<file path="src/rtl/ex_hilo.sv">
// HI/LO register file for the execute stage: MTHI/MTLO moves, MULT load and an optional
// two-cycle multiply-accumulate (MADD/MSUB), compiled in only when HILO_MADD_EN is defined.
module ex_hilo #(
    parameter int DATA_W = 32
) (
    input  logic                  clk,
    input  logic                  rst_n,
    input  logic                  valid,
    input  logic [2:0]            op,
    input  logic [2*DATA_W-1:0]   prod,
    input  logic [DATA_W-1:0]     rs_data,
    input  logic                  stall,
    output logic                  accept,
    output logic                  busy,
    output logic [DATA_W-1:0]     hi,
    output logic [DATA_W-1:0]     lo,
    output logic                  z,
    output logic                  n
);

    localparam logic [2:0] OP_MTHI = 3'd1;
    localparam logic [2:0] OP_MTLO = 3'd2;
    localparam logic [2:0] OP_MULT = 3'd3;
`ifdef HILO_MADD_EN
    localparam logic [2:0] OP_MADD = 3'd4;
    localparam logic [2:0] OP_MSUB = 3'd5;

    // Modulo-2^64 accumulate; the pair deliberately wraps with no saturation or flag.
    function automatic logic signed [2*DATA_W-1:0] hilo_accum(
        input logic signed [2*DATA_W-1:0] base,
        input logic signed [2*DATA_W-1:0] addend,
        input logic                       sub
    );
        return sub ? (base - addend) : (base + addend);
    endfunction

    typedef enum logic {IDLE, ACC} state_t;

    state_t                     state;
    logic signed [2*DATA_W-1:0] acc_p0;
    logic                       sub_p0;

    assign busy = (state == ACC);

    always_ff @(posedge clk or negedge rst_n) begin
        if (!rst_n) begin
            state  <= IDLE;
            hi     <= '0;
            lo     <= '0;
            acc_p0 <= '0;
            sub_p0 <= 1'b0;
        end else if (!stall) begin
            case (state)
                IDLE: begin
                    if (accept) begin
                        case (op)
                            OP_MTHI: hi <= rs_data;
                            OP_MTLO: lo <= rs_data;
                            OP_MULT: {hi, lo} <= prod;
                            OP_MADD, OP_MSUB: begin
                                acc_p0 <= prod;
                                sub_p0 <= (op == OP_MSUB);
                                state  <= ACC;
                            end
                            default: ;
                        endcase
                    end
                end
                // Accumulate stage: fold the latched product into the current pair.
                ACC: begin
                    {hi, lo} <= hilo_accum({hi, lo}, acc_p0, sub_p0);
                    state    <= IDLE;
                end
                default: state <= IDLE;
            endcase
        end
    end
`else
    assign busy = 1'b0;

    always_ff @(posedge clk or negedge rst_n) begin
        if (!rst_n) begin
            hi <= '0;
            lo <= '0;
        end else if (accept) begin
            case (op)
                OP_MTHI: hi <= rs_data;
                OP_MTLO: lo <= rs_data;
                OP_MULT: {hi, lo} <= prod;
                default: ;
            endcase
        end
    end
`endif

    assign accept = valid & ~busy & ~stall;
    assign z      = ({hi, lo} == '0);
    assign n      = hi[DATA_W-1];

endmodule

</file>
<file path="config.mk">
export PLATFORM = sky130hd
export DESIGN_NAME = ex_hilo
export DESIGN_NICKNAME = d
export VERILOG_FILES = /design/src/rtl/ex_hilo.sv
export SDC_FILE = /design/constraint.sdc
export NUM_CORES = 1
export LEC_CHECK = 0
export ABC_AREA = 1
export BUFFER_PORTS_ARGS = -buffer_cell sky130_fd_sc_hd__buf_2
export CAP_MARGIN = 20
export CORE_MARGIN = 10
export CORE_UTILIZATION = 42
export DETAILED_ROUTE_END_ITERATION = 10
export GPL_ROUTABILITY_DRIVEN = 0
export PLACE_DENSITY_LB_ADDON = 0.12
export SLEW_MARGIN = 0
export SYNTH_ARGS = -nofsm -noshare
export SYNTH_HDL_FRONTEND = slang
export SYNTH_SLANG_ARGS = --single-unit
</file>
<file path="constraint.sdc">
create_clock -name clk -period 1 [get_ports clk]
set_clock_uncertainty 0.15 [all_clocks]
set_input_delay 0.1 -clock clk [delete_from_list [all_inputs] [get_ports clk]]
set_output_delay 0.1 -clock clk [all_outputs]
set_load 0.01 [all_outputs]
</file>
==> flow_summary.yaml <==
status:
  outcome: "finished, violations left"
  violations: "hold timing, setup timing"
yosys:
  syn_area_mm2: 0.003537
  syn_area_per_cell_um2: 7.046
  synth_fp_nets: 605
  syn_inst: 502
  ys_seq_area_share_pct: 45.28
  ys_ff_latch: 64
  ys_types: 21
  synth_warnings: 0
setup_path:
  max_stage_delay_ns: 0.40
  cpMaxStageDelayCell: "dfrtp_1"
  ff2ff_setup_slack_ns: 0.01
  path_class: "flip-flop to primary output"
  reg2reg_from: "hi[18]$_DFFE_PN0P_"
  cp.arrival_ns: 1.48
  path_max_fanout: 2
  cp-end-kind: "primary output"
  critPathRequiredTime_ns: 0.75
  path_cells: "inv_1 > nand2_1 > nor2_1 > nand2_1 > nor2_2 > nand2_2 > nor2_2 > buf_2"
  critPathLaunchType: "flip-flop"
  r2r_cells: 4
  r2r-end: "hi[18]$_DFFE_PN0P_"
route:
  wl_per_cell_um: 16.39
  ant_nets: 0
  drt_iter0_markers: 268
  wirelength_um: 14900
  viasPerCell: 4.695
  dr.pass1.iters: 5
  drc: 0
  vias: 4268
global_route:
  antenna_found_initial: 0
  track_usage_pct: 22.39
  grt_max_degree: 49
  grt_pass1_wl_um: 22950
  grt-busiest-layer: "met2"
  grt_overflow: 0
  grtUsageMet1_pct: 23.65
  met3_usage_pct: 7.300
  first_global_vias: 4618
  gr-usage-met2_pct: 39.63
sta:
  setup_slack_ns: -0.7292
  period_share_pct: 172.9
  rsz0062_at_grt: "yes"
  setup_viol: 66
  fmax_ghz: 0.5783
  timing.final.hold_violations: 6
  fin_crit_ns: 1.729
  tns_ns: -13.36
  holdWs_ns: -0.01265
  slew_violations: 0
cells_and_area:
  drive_gt1_share_pct: 43.53
  nets: 902
  fillers: 523
  multi_input_area_mm2: 0.001514
  post-route-util_pct: 81.50
  register_area_mm2: 0.001602
  diodes: 0
  syn2layout_area_growth_pct: 89.32
clocking:
  cts_buffer_depth: 2
  clock-sinks: 64
  tritoncts: "yes"
  cts_inserted_buffers: 9
  clock_latency_ns: 0.33
  clk_pin_slew_worst_paths_ns: 0.07
  cts_max_level: 3
  clk_root_buffer_cell: "clkbuf_8"
pwr:
  irDropWorstVdd_mv: 0.7746
  powerDensity_mw_per_mm2: 1504
  power_mw: 10.07
  leakagePower_nw: 3.726
min_path:
  min_path_type: "primary input to flip-flop"
  min_from: "prod[38]"
  hold_end: "hi[6]$_DFFE_PN0P_"
  min_path_cells: 5
die:
  pin_count: 171
  rows: 33
  die-area_mm2: 0.01249
  dieHeight_um: 111.8
  die_w_um: 111.8
  core-area_mm2: 0.008217
  start_util_pct: 43.05
flow_run:
  maxCapViolCount: 0
placement:
  dpl_worst_slack_ns: -0.4576
  io_buffers: 169
  dp_hpwl_um: 10170
==> metrics by stage <==
stage                     cell area, µm²  hold slack [ns]  std cells
after floorplan                     3717          -0.3456        502
after global placement              5137         -0.04682        833
after detailed placement            5137         -0.03854        833
after CTS                           6375         -0.01474        903
after global routing                6696        -0.008575        909
final                               6696         -0.01265        909
==> flip-flops by register name, indices dropped and copies added (netlist names) <==
name,flops
lo,32
hi,32
==> layout by cell type, fill, tap and decap left out, types with 23 or more instances in the layout <==
cell type	count
nand2_1	66
dlygate4sd3_1	46
o21ai_1	64
nor2_1	45
buf_4	35
o21ai_2	23
dfrtp_1	64
inv_1	121
buf_6	114
nand2_2	23
buf_2	103
==> report_power, final <==
part           total, mW  switching (mW)  internal [mW]
combinational       4.45            1.85           2.60
clock               2.15            1.01           1.14
sequential          3.47           0.372           3.10
==> area by class of cell <==
type                            count  share of cell area, %
Tap cell                          105                  1.962
Clock buffer                       10                  1.906
Timing Repair Buffer              310                  41.07
Clock inverter                      6                 0.8969
Multi-Input combinational cell    284                  22.61
Inverter                          130                  7.642
Sequential cell                    64                  23.92
==> cell families after synthesis <==
family | Yosys count | synth area share, %
AND/OR/NAND/NOR | 155 | 17.69
buffers and inverters | 154 | 17.65
flip-flops | 64 | 45.28
other | 1 | 0.1060
AO/OA/AOI/OAI | 128 | 19.28
==> cells in the mapped netlist <==
master,number,area [µm²]
dfrtp_1,64,1602
o21ai_1,35,175.2
o21ai_0,64,320.3
inv_1,129,484.2
nor2_4,1,11.26
inv_2,1,3.750
buf_6,5,56.30
nand2_1,92,345.3
a21oi_2,2,17.52
and2_1,2,12.51
o21ai_2,9,78.83
clkbuf_1,15,56.30
nand4_1,4,25.02
nand3_2,3,30.03
nor2_1,52,195.2
conb_1,1,3.750
a21oi_1,18,90.09
buf_2,1,5.000
buf_1,1,3.750
buf_4,2,15.01
and2_0,1,6.260
==> worst max-delay path: cells and delay by family (launching register included) <==
family / cells / cell delay (ns)
and+or+nand+nor: 6 / 0.52
DFF: 1 / 0.40
buffers and inverters: 2 / 0.21
==> layer usage <==
metal	routed length, µm	vias up
li1	-	2105
met1	5670	1957
met2	7721	183
met3	1159	23
met4	351	0
met5	0	-
==> how the worst max path moves through the flow <==
| stage | from | slack (ns) | endpoint |
|---|---|---|---|
| 6_report | lo[0]$_DFFE_PN0P_ | -0.73 | z |
| 5_1_grt | lo[26]$_DFFE_PN0P_ | -0.84 | z |
| 4_1_cts | lo[16]$_DFFE_PN0P_ | -0.77 | z |
| 3_5_place_dp | lo[17]$_DFFE_PN0P_ | -0.46 | z |
| 3_3_place_gp | lo[17]$_DFFE_PN0P_ | -0.47 | z |
| 2_1_floorplan | hi[6]$_DFFE_PN0P_ | -0.17 | z |
==> repair_timing <==
action,in CTS,in global routing
gates resized for setup,106,104
endpoints found under the hold margin,114,3
gates cloned,1,3
pin swaps,6,32
setup endpoints to repair,71,110
hold buffers,48,2
setup buffers,19,24
(Power assumes the default switching activity.)
